**config.mk**
```make
export PLATFORM = sky130hd
export DESIGN_NAME = regfile_wb_arbiter
export DESIGN_NICKNAME = d
export VERILOG_FILES = /design/src/rtl/regfile_pkg.sv /design/src/rtl/rr_grant.sv /design/src/rtl/regfile_wb_arbiter.sv
export SDC_FILE = /design/constraint.sdc
export NUM_CORES = 1
export LEC_CHECK = 0
export ABC_AREA = 0
export CAP_MARGIN = 10
export CORE_AREA = 2 2 106 108
export CTS_CLUSTER_SIZE = 30
export DETAILED_ROUTE_END_ITERATION = 16
export DIE_AREA = 0 0 108 110
export GPL_ROUTABILITY_DRIVEN = 0
export GPL_TIMING_DRIVEN = 0
export HOLD_SLACK_MARGIN = 0.05
export PLACE_DENSITY = 0.92
export SLEW_MARGIN = 5
export SYNTH_ARGS = -nofsm -noshare
export SYNTH_HDL_FRONTEND = slang
export SYNTH_SLANG_ARGS = --single-unit
```
**constraint.sdc**
```tcl
create_clock -name clk -period 3.7 [get_ports clk]
set_input_delay 0.925 -clock clk [delete_from_list [all_inputs] [get_ports clk]]
set_output_delay 0.925 -clock clk [all_outputs]
set_load 0.005 [all_outputs]
```
**src/rtl/regfile_pkg.sv**
```systemverilog
// Shared register-file constants and the writeback request record.
package regfile_pkg;

  localparam int unsigned REG_ADDR_W = 5;
  localparam int unsigned REG_DATA_W = 32;
  localparam int unsigned NUM_REGS   = 32;

  localparam logic [REG_ADDR_W-1:0] REG_ZERO = 5'd0;

  typedef struct packed {
    logic [REG_ADDR_W-1:0] addr;
    logic [REG_DATA_W-1:0] data;
  } wb_req_t;

endpackage

```
**src/rtl/rr_grant.sv**
```systemverilog
// Combinational round-robin one-hot picker: first requester at or after ptr_i wins.
module rr_grant #(
  parameter int unsigned N     = 4,
  parameter int unsigned IDX_W = (N > 1) ? $clog2(N) : 1
) (
  input  logic [N-1:0]     req_i,
  input  logic [IDX_W-1:0] ptr_i,
  output logic [N-1:0]     gnt_o,
  output logic [IDX_W-1:0] idx_o,
  output logic             any_o
);

  always_comb begin
    logic             found;
    logic [IDX_W-1:0] j;
    gnt_o = '0;
    idx_o = '0;
    found = 1'b0;
    j     = '0;
    for (int unsigned k = 0; k < N; k++) begin
      j = IDX_W'((32'(ptr_i) + k) % N);
      if (!found && req_i[j]) begin
        found    = 1'b1;
        gnt_o[j] = 1'b1;
        idx_o    = j;
      end
    end
    any_o = found;
  end

endmodule

```
**src/rtl/regfile_wb_arbiter.sv**
```systemverilog
// Round-robin arbiter for the register-file write port with one output stage and
// operand forwarding. Define WB_ARB_STATS_EN to add conflict_cnt and a grant trace.
module regfile_wb_arbiter
  import regfile_pkg::*;
#(
  parameter int unsigned NUM_REQ   = 4,
  parameter int unsigned REQ_IDX_W = $clog2(NUM_REQ),
  parameter int unsigned DATA_W    = REG_DATA_W,
  parameter int unsigned ADDR_W    = REG_ADDR_W
) (
  input  logic                      clk,
  input  logic                      rst_n,
  input  logic [NUM_REQ-1:0]        req_valid,
  input  logic [NUM_REQ*ADDR_W-1:0] req_addr,
  input  logic [NUM_REQ*DATA_W-1:0] req_data,
  output logic [NUM_REQ-1:0]        req_ready,
  input  logic                      freeze,
  output logic                      wr_en,
  output logic [ADDR_W-1:0]         wr_addr,
  output logic [DATA_W-1:0]         wr_data,
  output logic [REQ_IDX_W-1:0]      wr_src,
  input  logic [ADDR_W-1:0]         fwd_addr_a,
  input  logic [ADDR_W-1:0]         fwd_addr_b,
  output logic                      fwd_hit_a,
  output logic                      fwd_hit_b,
  output logic [DATA_W-1:0]         fwd_data_a,
  output logic [DATA_W-1:0]         fwd_data_b
`ifdef WB_ARB_STATS_EN
  ,
  output logic [15:0]               conflict_cnt
`endif
);

  localparam logic [ADDR_W-1:0] ZeroAddr = ADDR_W'(REG_ZERO);

  logic [REQ_IDX_W-1:0] ptr_q, ptr_d;
  logic [REQ_IDX_W-1:0] gnt_idx;
  logic [NUM_REQ-1:0]   req_eff, gnt;
  logic                 any_gnt;
  logic [ADDR_W-1:0]    sel_addr;
  logic [DATA_W-1:0]    sel_data;

  logic                 wr_en_q, wr_en_d;
  logic [ADDR_W-1:0]    wr_addr_q, wr_addr_d;
  logic [DATA_W-1:0]    wr_data_q, wr_data_d;
  logic [REQ_IDX_W-1:0] wr_src_q, wr_src_d;

  // Requests are hidden from the picker during reset and freeze so no ready escapes.
  assign req_eff = (rst_n && !freeze) ? req_valid : '0;

  rr_grant #(
    .N     (NUM_REQ),
    .IDX_W (REQ_IDX_W)
  ) u_rr_grant (
    .req_i (req_eff),
    .ptr_i (ptr_q),
    .gnt_o (gnt),
    .idx_o (gnt_idx),
    .any_o (any_gnt)
  );

  assign req_ready = gnt;
  assign sel_addr  = req_addr[32'(gnt_idx)*ADDR_W +: ADDR_W];
  assign sel_data  = req_data[32'(gnt_idx)*DATA_W +: DATA_W];

  always_comb begin
    ptr_d     = ptr_q;
    wr_en_d   = 1'b0;
    wr_addr_d = wr_addr_q;
    wr_data_d = wr_data_q;
    wr_src_d  = wr_src_q;
    if (any_gnt) begin
      // An R0 write still takes its slot but never strobes the register file.
      wr_en_d   = (sel_addr != ZeroAddr);
      wr_addr_d = sel_addr;
      wr_data_d = sel_data;
      wr_src_d  = gnt_idx;
      ptr_d     = (32'(gnt_idx) == NUM_REQ - 1) ? '0 : gnt_idx + 1'b1;
    end
  end

  always_ff @(posedge clk) begin
    if (!rst_n) begin
      ptr_q     <= '0;
      wr_en_q   <= 1'b0;
      wr_addr_q <= '0;
      wr_data_q <= '0;
      wr_src_q  <= '0;
    end else begin
      ptr_q     <= ptr_d;
      wr_en_q   <= wr_en_d;
      wr_addr_q <= wr_addr_d;
      wr_data_q <= wr_data_d;
      wr_src_q  <= wr_src_d;
    end
  end

  assign wr_en   = wr_en_q;
  assign wr_addr = wr_addr_q;
  assign wr_data = wr_data_q;
  assign wr_src  = wr_src_q;

  assign fwd_hit_a  = wr_en_q && (wr_addr_q == fwd_addr_a) && (fwd_addr_a != ZeroAddr);
  assign fwd_hit_b  = wr_en_q && (wr_addr_q == fwd_addr_b) && (fwd_addr_b != ZeroAddr);
  assign fwd_data_a = fwd_hit_a ? wr_data_q : '0;
  assign fwd_data_b = fwd_hit_b ? wr_data_q : '0;

`ifdef WB_ARB_STATS_EN
  logic [15:0] conflict_q, conflict_d;
  logic        multi_valid;

  assign multi_valid = |(req_valid & (req_valid - 1'b1));

  always_comb begin
    conflict_d = conflict_q;
    if (multi_valid && !freeze && (conflict_q != 16'hFFFF)) begin
      conflict_d = conflict_q + 16'd1;
    end
  end

  always_ff @(posedge clk) begin
    if (!rst_n) begin
      conflict_q <= '0;
    end else begin
      conflict_q <= conflict_d;
      if (any_gnt) begin
        $display("[regfile_wb_arbiter] Grant: req%0d R%0d <= 0x%08h", gnt_idx, sel_addr, sel_data);
      end
    end
  end

  assign conflict_cnt = conflict_q;
`endif

endmodule

```
# After elaboration in Yosys (flattened, before gate mapping)
# Index checks and enable logic that the tools add are counted.
# totals
reg_bits	42
latch_bits	0
ram_bits	0
romBits	0
in_bits	165
wordCells	78
n_memories	0
# op_classes
add_sub_neg	4
mul	1
div	0
n_lt_le_gt_ge	8
eq_ne	3
n_shift	2
muxes	32
bitwise_logic	3
reduce_logical	20
# op_table
op	n
128-bit by 8-bit indexed part select with 32-bit output	1
32-bit two-way mux	2
4-bit two-way mux	5
20-bit by 6-bit indexed part select with 5-bit output	1
5-bit nonzero test	3
1-bit logical AND	12
2-bit by 3-bit < comparator with 1-bit output, second input constant	4
1-bit two-way mux	12
4-bit OR	3
5-bit == test	2
2-bit two-way mux	5
1-bit binary-select mux with 2-bit select	4
1-bit demux with 2-bit select	4
2-bit by 1-bit >= comparator with 1-bit output, second input constant	4
2-bit by 3-bit multiplier with 5-bit output, second input constant	1
2-bit by 1-bit adder with 2-bit output, second input constant	2
2-bit adder, second input constant	2
1-bit zero test	4
2-bit == test, second input constant	1
2-bit AND reduction	1

# Longest topological paths before layout
# Gate-level depths: netlist (run 1).
# depth
word_depth	18
ltp_mapped	11
depth_no_buf	8

# Hierarchy
# Synthesis (run 1) repeated with hierarchy kept, for this count alone.
# unflattened
cells_unflattened	335
hier_area_um2	3696.0
# by_module_without_submodules
mod	n_inst	cells_each	area_per_inst_um2	seq_area_each_um2
regfile_wb_arbiter	1	290	3276.9	840.8
rr_grant	1	45	419.2	0.0

# Worst setup path before layout (run 1)
# Ideal clock, no wire load.
# synth_timing
path_kind	input to output
start	in req_valid[1]
end	out req_ready[0]
arrival_ns	2.231
required_ns	2.775
setup_slack_ns	0.544
path_stages	6
path_buffers	1
path_cell_list	buf_2 nor2b_1 mux4_2 nor4b_1 a222oi_1 nand2_1
# synth_between
elab_chain_cells	13
# synth_lines
item	line	source
start, declared	regfile_wb_arbiter.sv:13	input logic [NUM_REQ-1:0] req_valid,
4-bit two-way mux *	regfile_wb_arbiter.sv:49	assign req_eff = (rst_n && !freeze) ? req_valid : '0;
1-bit binary-select mux with 2-bit select	rr_grant.sv:22	if (!found && req_i[j]) begin
1-bit two-way mux (not written as such)	rr_grant.sv:22	
1-bit two-way mux	rr_grant.sv:22	
1-bit zero test	rr_grant.sv:22	
1-bit logical AND	rr_grant.sv:22	
1-bit two-way mux	rr_grant.sv:22	
1-bit zero test	rr_grant.sv:22	
1-bit logical AND	rr_grant.sv:22	
1-bit two-way mux	rr_grant.sv:22	
1-bit zero test	rr_grant.sv:22	
1-bit logical AND	rr_grant.sv:22	
4-bit two-way mux *	rr_grant.sv:22	
end, declared	regfile_wb_arbiter.sv:16	output logic [NUM_REQ-1:0] req_ready,
# Every way passes the cells marked *; elsewhere a longest branch is shown, timed or not. The select of a mux whose other input is x is not followed.

# Worst setup path in the final report (run 1)
# layout_timing
start	in fwd_addr_a[2]
end	out fwd_data_a[18]
# layout_between
elab_chain_cells	4
# layout_lines
item	line	source
start, declared	regfile_wb_arbiter.sv:22	input logic [ADDR_W-1:0] fwd_addr_a,
5-bit == test	regfile_wb_arbiter.sv:103	assign fwd_hit_a = wr_en_q && (wr_addr_q == fwd_addr_a) && (fwd_addr_a != ZeroAddr);
1-bit logical AND	regfile_wb_arbiter.sv:103	
1-bit logical AND *	regfile_wb_arbiter.sv:103	
32-bit two-way mux *	regfile_wb_arbiter.sv:105	assign fwd_data_a = fwd_hit_a ? wr_data_q : '0;
end, declared	regfile_wb_arbiter.sv:26	output logic [DATA_W-1:0] fwd_data_a,
# Every way passes the cells marked *; elsewhere a longest branch is shown, timed or not.

==> metrics.txt, run 1 <==
# TYPE chip_impl_metric gauge
chip_impl_info{name="status",value="completed"} 1
chip_impl_metric{name="synth_xor_area_share",unit="%"} 2.15
chip_impl_info{name="main_combinational_cell_family_by_area_after_synthesis",value="multiplexers"} 1
chip_impl_info{name="crit-reg2reg-launch",value="ptr_q[0]$_SDFFE_PN0N_"} 1
chip_impl_metric{name="final_period_minus_worst_setup_slack",unit="ps"} 3660
chip_impl_metric{name="max-vdd-ir-drop",unit="V"} 0.000152
chip_impl_info{name="hp-start",value="wr_src[1]$_SDFFE_PN0N_"} 1
chip_impl_metric{name="post_synth_fa_ha_maj_area_fraction",unit="%"} 1.37
chip_impl_metric{name="flow.area_growth_from_synthesis",unit="%"} 88.7
chip_impl_metric{name="finalCoreUtilization",unit="%"} 64.6
chip_impl_metric{name="synth_simple_gate_area_share",unit="%"} 24.0
chip_impl_metric{name="route.detailed.drc",unit=""} 0
chip_impl_metric{name="dp_worst_setup_slack",unit="ps"} -748
chip_impl_metric{name="cts_hold_buf",unit=""} 0
chip_impl_metric{name="detailed_place_hpwl",unit="µm"} 13100
chip_impl_metric{name="synth.net_count",unit=""} 588
chip_impl_metric{name="ios",unit=""} 275
chip_impl_info{name="netlist_top_cells_count",value="and2_1, mux2i_1, dfxtp_1, nand2_1, mux2_2"} 1
chip_impl_info{name="critical_path.endpoint_type",value="output pin"} 1
chip_impl_metric{name="tightestPinTransition",unit="ps"} 693
chip_impl_metric{name="power_density",unit="mW/mm²"} 241
chip_impl_metric{name="initial_utilization",unit="%"} 34.2
chip_impl_metric{name="grt_use_total",unit="%"} 25.4
chip_impl_metric{name="hold_ws",unit="ps"} 461
chip_impl_metric{name="detailedRoute.firstIterationViolations",unit=""} 265
chip_impl_metric{name="unique_cell_type_count_in_the_yosys_netlist",unit=""} 44
chip_impl_metric{name="timing.final.ws_setup",unit="ps"} 39.3
chip_impl_metric{name="final_max_slew_viol_count",unit=""} 0
chip_impl_info{name="setup.worst_path.class",value="input pin to output pin"} 1
chip_impl_metric{name="synth-edff-count",unit=""} 0
chip_impl_info{name="synth_ff_type",value="dfxtp_1"} 1
chip_impl_metric{name="drt-total-wl",unit="µm"} 16700
chip_impl_metric{name="die_w",unit="µm"} 108
chip_impl_metric{name="critical_path.max_fanout",unit=""} 6
chip_impl_metric{name="drt_first_pass_iters",unit=""} 5
chip_impl_metric{name="crit_arrival",unit="ps"} 2740
chip_impl_metric{name="floorplan.die_area",unit="mm²"} 0.0119
chip_impl_info{name="worstHoldPathType",value="register to register"} 1
chip_impl_metric{name="hold_viol_final",unit=""} 0
chip_impl_info{name="synth_largest_area_cell",value="dfxtp_1"} 1
chip_impl_metric{name="cts.path.max_buffers",unit=""} 2
chip_impl_info{name="crit_chain",value="clkdlybuf4s50_1 -> xor2_1 -> nor3_1 -> nand3_1 -> nor2_4 -> buf_12 -> clkbuf_8 -> buf_4 -> and2_1 -> clkbuf_2"} 1
chip_impl_metric{name="coreArea",unit="mm²"} 0.0107
chip_impl_metric{name="via_count",unit=""} 4476
chip_impl_info{name="synth_top_cells_by_area",value="dfxtp_1, mux2i_1, and2_1"} 1
chip_impl_metric{name="power.leakage",unit="µW"} 0.00324
chip_impl_metric{name="tritoncts_buffers",unit=""} 5
chip_impl_metric{name="synth.area.mux_share",unit="%"} 32.9
chip_impl_metric{name="route.detailed.wl_per_inst",unit="µm"} 19.4
chip_impl_metric{name="synthCells",unit=""} 419
chip_impl_metric{name="num_antenna_cells",unit=""} 0
chip_impl_metric{name="final.period_utilization",unit="%"} 98.9
chip_impl_metric{name="overflow",unit=""} 0
chip_impl_metric{name="final_cells",unit=""} 857
chip_impl_metric{name="critical_path.max_stage_delay",unit="ps"} 430
chip_impl_metric{name="synth_area",unit="mm²"} 0.00366
chip_impl_metric{name="final_net_count",unit=""} 885
chip_impl_metric{name="total_of_max_cap_violations",unit=""} 0
chip_impl_info{name="critical_path.startpoint_type",value="input pin"} 1
chip_impl_metric{name="worst_ep_required_time",unit="ps"} 2770
chip_impl_info{name="cp-startpoint",value="fwd_addr_a[2]"} 1
chip_impl_metric{name="yosysSeqAreaShare",unit="%"} 23.0
chip_impl_metric{name="synthArstFlopShare",unit="%"} 0
chip_impl_metric{name="grt_max_degree",unit=""} 13
chip_impl_metric{name="route.detailed.vias_per_inst",unit=""} 5.22
chip_impl_metric{name="grt_pass1_vias",unit=""} 4533
chip_impl_metric{name="synthesis.yosys.warnings",unit=""} 0
chip_impl_metric{name="std_cell_rows",unit=""} 38
chip_impl_metric{name="max_freq",unit="MHz"} 273
chip_impl_metric{name="die_height",unit="µm"} 110
chip_impl_metric{name="syn_avg_cell_area",unit="µm²"} 8.74
chip_impl_info{name="cts.root.buffer_cell",value="clkbuf_8"} 1
chip_impl_metric{name="synth_top_cell_area_share",unit="%"} 23.0
chip_impl_info{name="critical-path-slowest-cell",value="clkdlybuf4s50_1"} 1
chip_impl_metric{name="cts.reportedPaths.clkPinSlew",unit="ps"} 70
chip_impl_metric{name="synth_compound_area_share",unit="%"} 10.7
chip_impl_metric{name="slew_headroom",unit="%"} 53.8
chip_impl_metric{name="setup_total_negative_slack",unit="ps"} 0
chip_impl_metric{name="setup_viol",unit=""} 0
chip_impl_metric{name="finClkSkew",unit="ps"} 4.41
chip_impl_metric{name="numClockSinks",unit=""} 42
chip_impl_metric{name="antenna_found_initial",unit=""} 2
chip_impl_metric{name="dp_cells",unit=""} 831
chip_impl_metric{name="first_pass_grt_wire_length",unit="µm"} 23200
chip_impl_metric{name="postRouteAntennaNets",unit=""} 0
chip_impl_metric{name="cts-htree-levels",unit=""} 2
chip_impl_metric{name="worstSkewPairLatency",unit="ps"} 290
chip_impl_info{name="tritoncts",value="done"} 1
chip_impl_metric{name="synth.ff_latch_count",unit=""} 42
chip_impl_metric{name="drive_above_1_share",unit="%"} 16.9
chip_impl_metric{name="io_buffer_count",unit=""} 271
## worst paths after layout
| check | slack (ps) | to | depth (start not counted) |
|---|---|---|---|
| setup / recovery | 40 | fwd_data_a[18] | 10 |
| hold / removal | 460 | wr_src[1]$_SDFFE_PN0N_ | 2 |
| setup reg to reg | 570 | wr_addr[4]$_SDFFE_PN0N_ | 10 |
| hold reg to reg | 460 | wr_src[1]$_SDFFE_PN0N_ | 2 |
## cells by family after synthesis
group,Yosys count
flops,42
mux,109
simple gates,162
compound gates,54
fa+ha+maj,4
xor+xnor,9
buf+inv,39
## repair_timing
action                                  4_1_cts  5_1_grt
endpoints found under the hold margin         0        0
gates resized for setup                      66       87
pin swaps                                     8       14
endpoints found under the setup margin       70       41
gates cloned                                  2        2
buffers inserted                              8        6
## critical path: cells and delay by family
kind,cells,cell delay (ps)
xor+xnor,1,150
simple gates,4,700
buf+inv,5,960
## layout make-up
type,instances,area [µm²]
Buffer,36,269
Clock buffer,7,76.3
Clock inverter,1,30.0
Fill cell,868,3790
Inverter,3,11.3
Multi-Input combinational cell,338,2640
Sequential cell,42,843
Tap cell,140,175
Timing Repair Buffer,290,2860
## per-stage QoR
stage	total power [µW]	cell area (µm²)
final	1670	6910
after global routing	1750	6910
after CTS	1670	6800
after detailed placement	1310	6560
after global placement	1280	6550
after floorplan	905	3660
## layer usage
layer  routed length [µm]  vias up  global-route usage [%]
li1                     -     2096                       -
met1                 6230     2116                    27.5
met2                 8450      218                    46.9
met3                 1390       44                    5.82
met4                  584        2                    12.0
met5                   11        -                       0
## power breakdown
group	switching, µW	internal (µW)
combinational	276	454
sequential	73.8	509
clock	151	202
total	501	1170
## sequential cells by signal, summed over array words and instances, names as in the netlist
signal,flops
wr_data,32
wr_addr,5
ptr_q,2
wr_src,2
wr_en,1
## placed cells by master, fill, tap and decap left out, types with 2 or more instances in the layout
cell             count
xor2_1               6
buf_8                2
dlymetal6s2s_1      32
mux2_4               7
buf_4               14
inv_1                3
dfxtp_2              2
mux2_2              32
mux2i_1             67
o21ai_0             22
nor2_4               2
xnor2_1              3
and2_1              67
or4_1                2
clkdlybuf4s50_1    199
dlygate4sd2_1       16
a21oi_1              6
a222oi_1             4
a221o_1             11
clkbuf_1            14
nand2b_1             2
buf_12               4
nor2b_1              5
nor3_1               7
nand2_1             38
clkbuf_8             7
nor2_1               7
buf_2                9
mux4_2               3
clkbuf_4             2
ha_1                 3
buf_6                7
dfxtp_1             40
clkbuf_2            23
clkdlybuf4s15_1      3
nand3_1             25
Power figures use the tool's default switching activity.
==> inputs of run 2 (changes only) <==
- SYNTH_HIERARCHICAL: not set -> 1
==> run 2 against run 1 <==
Compared with the run above: clock-buffer cell count down 1; die area stayed put; sequential share of layout area decreased by 0.41 points; critical path depth up 1; cell count decreased by 8.9%; hold slack improved by 72 ps; clock skew barely moved.
==> metrics.txt, run 2 <==
# TYPE chip_impl_metric gauge
chip_impl_metric{name="syn_avg_cell_area",unit="µm²"} 11.0
chip_impl_info{name="final_common_cell",value="clkdlybuf4s50_1"} 1
chip_impl_info{name="worstHoldPathType",value="register to register"} 1
chip_impl_metric{name="critical_path.n_buffers_inverters",unit=""} 3
chip_impl_metric{name="yosysSeqAreaShare",unit="%"} 22.7
chip_impl_metric{name="die_height",unit="µm"} 110
chip_impl_metric{name="tritoncts_buffers",unit=""} 5
chip_impl_metric{name="postRouteAntennaNets",unit=""} 0
chip_impl_metric{name="cts.reportedPaths.clkPinSlew",unit="ps"} 70
chip_impl_info{name="synth_top_cells_by_area",value="dfxtp_1, mux4_2, nor4b_1"} 1
chip_impl_metric{name="worstSkewPairLatency",unit="ps"} 280
chip_impl_metric{name="via_count",unit=""} 4300
chip_impl_metric{name="num_antenna_cells",unit=""} 0
chip_impl_metric{name="synth-edff-count",unit=""} 0
chip_impl_metric{name="synth_area",unit="mm²"} 0.00370
chip_impl_info{name="netlist_top_cells_count",value="nor4b_1, dfxtp_1, mux2i_1, nor2b_1, mux4_2"} 1
chip_impl_metric{name="critical_path.max_stage_delay",unit="ps"} 530
chip_impl_metric{name="antenna_found_initial",unit=""} 0
chip_impl_metric{name="final_cells",unit=""} 781
chip_impl_metric{name="finClkSkew",unit="ps"} 4.87
chip_impl_metric{name="first_pass_grt_wire_length",unit="µm"} 23700
chip_impl_info{name="cts.root.buffer_cell",value="clkbuf_8"} 1
chip_impl_metric{name="hold_ws",unit="ps"} 533
chip_impl_metric{name="route.detailed.wl_per_inst",unit="µm"} 21.0
chip_impl_metric{name="cts-htree-levels",unit=""} 2
chip_impl_metric{name="max-vdd-ir-drop",unit="V"} 0.000304
chip_impl_metric{name="final_net_count",unit=""} 813
chip_impl_metric{name="setup_viol",unit=""} 0
chip_impl_info{name="setup.worst_path.class",value="input pin to register"} 1
chip_impl_info{name="worst_path_most_repeated_cell",value="mux4_2"} 1
chip_impl_metric{name="drive_above_1_share",unit="%"} 23.2
chip_impl_metric{name="unique_cell_type_count_in_the_yosys_netlist",unit=""} 34
chip_impl_metric{name="grt_max_degree",unit=""} 12
chip_impl_metric{name="detailed_place_hpwl",unit="µm"} 12600
chip_impl_metric{name="synth.net_count",unit=""} 506
chip_impl_metric{name="max_freq",unit="MHz"} 271
chip_impl_metric{name="synthesis.yosys.warnings",unit=""} 6
chip_impl_metric{name="route.detailed.vias_per_inst",unit=""} 5.51
chip_impl_info{name="tritoncts",value="done"} 1
chip_impl_info{name="synth_ff_type",value="dfxtp_1"} 1
chip_impl_metric{name="drt_first_pass_iters",unit=""} 4
chip_impl_metric{name="critical_path.max_fanout",unit=""} 6
chip_impl_metric{name="ios",unit=""} 275
chip_impl_info{name="synth_largest_area_cell",value="dfxtp_1"} 1
chip_impl_metric{name="grt_use_total",unit="%"} 25.7
chip_impl_info{name="critical-path-slowest-cell",value="mux4_2"} 1
chip_impl_metric{name="hold_viol_final",unit=""} 0
chip_impl_metric{name="detailedRoute.firstIterationViolations",unit=""} 226
chip_impl_metric{name="final_period_minus_worst_setup_slack",unit="ps"} 3690
chip_impl_metric{name="n_fill_cell",unit=""} 870
chip_impl_metric{name="synth.ff_latch_count",unit=""} 42
chip_impl_info{name="critical-path-top-delay-family",value="simple AND/OR/NAND/NOR gates"} 1
chip_impl_info{name="unrepaired_setup_endpoints_after_global_routing",value="true"} 1
chip_impl_metric{name="power.leakage",unit="µW"} 0.00281
chip_impl_metric{name="dp_cells",unit=""} 749
chip_impl_metric{name="route.detailed.drc",unit=""} 0
chip_impl_metric{name="initial_utilization",unit="%"} 34.5
chip_impl_metric{name="power_density",unit="mW/mm²"} 602
chip_impl_info{name="status",value="completed"} 1
chip_impl_metric{name="synthArstFlopShare",unit="%"} 0
chip_impl_metric{name="setup_total_negative_slack",unit="ps"} 0
chip_impl_metric{name="io_buffer_count",unit=""} 274
chip_impl_metric{name="tightestPinTransition",unit="ps"} 732
chip_impl_info{name="crit_chain",value="dlygate4sd2_1 -> and2_4 -> mux4_2 -> nor4b_4 -> buf_4 -> nor2_1 -> a32o_2 -> buf_8 -> mux4_2 -> or3_4 -> o311a_1"} 1
chip_impl_metric{name="coreArea",unit="mm²"} 0.0107
chip_impl_info{name="critical_path.startpoint_type",value="input pin"} 1
chip_impl_metric{name="drt-total-wl",unit="µm"} 16400
chip_impl_metric{name="slew_headroom",unit="%"} 51.2
chip_impl_metric{name="synthCells",unit=""} 335
chip_impl_metric{name="crit_arrival",unit="ps"} 3860
chip_impl_info{name="count_leader_synth",value="nor4b_1"} 1
chip_impl_metric{name="std_cell_rows",unit=""} 38
chip_impl_metric{name="final.period_utilization",unit="%"} 99.7
chip_impl_metric{name="numClockSinks",unit=""} 42
chip_impl_metric{name="floorplan.die_area",unit="mm²"} 0.0119
chip_impl_metric{name="largest_register_ffs",unit=""} 32
chip_impl_info{name="layout.cells.most_common_list",value="clkdlybuf4s50_1, dlygate4sd2_1, nor4b_1"} 1
chip_impl_info{name="critical_path.endpoint_type",value="register"} 1
chip_impl_metric{name="die_w",unit="µm"} 108
chip_impl_metric{name="finalCoreUtilization",unit="%"} 66.7
chip_impl_metric{name="overflow",unit=""} 0
chip_impl_metric{name="grt_pass1_vias",unit=""} 4491
chip_impl_metric{name="total_of_max_cap_violations",unit=""} 0
chip_impl_metric{name="cts.path.max_buffers",unit=""} 2
chip_impl_metric{name="worst_ep_required_time",unit="ps"} 3870
chip_impl_metric{name="final_max_slew_viol_count",unit=""} 0
chip_impl_metric{name="synth_top_cell_area_share",unit="%"} 22.7
chip_impl_metric{name="flow.area_growth_from_synthesis",unit="%"} 92.9
## run 2: changes by cell type after synthesis, moves of 11 or more
cell,before,now
nor4b_1,2,64
nand3_1,25,2
mux2_2,32,2
mux2i_1,67,42
and2_1,67,6
o21ai_0,22,5
nor2b_1,5,42
mux4_2,3,35
a221o_1,11,0
nand2_1,38,3
## run 2: cells by family after synthesis
family | after synthesis | synth area share, %
DFF | 42 | 22.7
muxes | 85 | 37.6
buffers and inverters | 42 | 5.28
and+or+nand+nor | 131 | 26.4
AOI/OAI and AO/OA | 21 | 4.10
xor gates and xnor gates | 8 | 1.90
adders and majority gates | 6 | 2.03
## run 2: final timing paths
| path | depth (start not counted) | end | slack [ps] | start |
|---|---|---|---|---|
| hold reg to reg | 2 | wr_src[1]$_SDFFE_PN0P_ | 530 | wr_src[1]$_SDFFE_PN0P_ |
| setup / recovery | 11 | wr_en$_SDFF_PN0_ | 10 | req_valid[3] |
| setup reg to reg | 12 | wr_en$_SDFF_PN0_ | 170 | ptr_q[0]$_SDFFE_PN0P_ |
| hold / removal | 2 | wr_src[1]$_SDFFE_PN0P_ | 530 | wr_src[1]$_SDFFE_PN0P_ |
## run 2: worst register-to-register path: cells and delay by family, from the launching register on
kind / cells / cell delay, ps
and+or+nand+nor: 3 / 740
muxes: 2 / 700
buffers and inverters: 4 / 610
AOI/OAI and AO/OA: 2 / 580
DFF: 1 / 430
adders and majority gates: 1 / 350
## run 2: cell type report
type | instances | area [µm²] | area share [%]
sequential | 42 | 841 | 11.8
clock buffer | 6 | 82.6 | 1.16
buffer | 37 | 270 | 3.79
tap | 140 | 175 | 2.46
inverter | 4 | 15.0 | 0.211
multi-input combinational | 251 | 2880 | 40.4
timing repair buffer | 301 | 2870 | 40.2
## run 2: stage by stage
stage                     cell area (µm²)  setup slack [ps]  total power (µW)
after detailed placement             6630             -1220              3560
final                                7130              12.3              4290
after floorplan                      3710              24.6              2450
after global routing                 7130             -32.9              4530
after CTS                            7060             0.781              4190
after global placement               6630              -973              3460
## run 2: where the power goes
part,internal (µW),leakage (µW),switching (µW)
Combinational,1660,0.00243,1380
Clock,144,0.0000431,145
Sequential,674,0.000346,290
Total,2480,0.00281,1820
## run 2: timing repair
| action | CTS | global route |
|---|---|---|
| setup endpoints to repair | 108 | 39 |
| hold buffers | 0 | 0 |
| resized for setup | 166 | 16 |
| pin swaps | 13 | 6 |
| setup buffers | 25 | 3 |
## run 2: metal layers
layer | vias up | part of all wire [%] | global-route usage [%]
li1 | 1946 | - | -
met1 | 2108 | 38 | 29.9
met2 | 210 | 53 | 47.7
met3 | 36 | 5.8 | 4.41
met4 | 0 | 2.9 | 9.25
met5 | - | 0 | 0
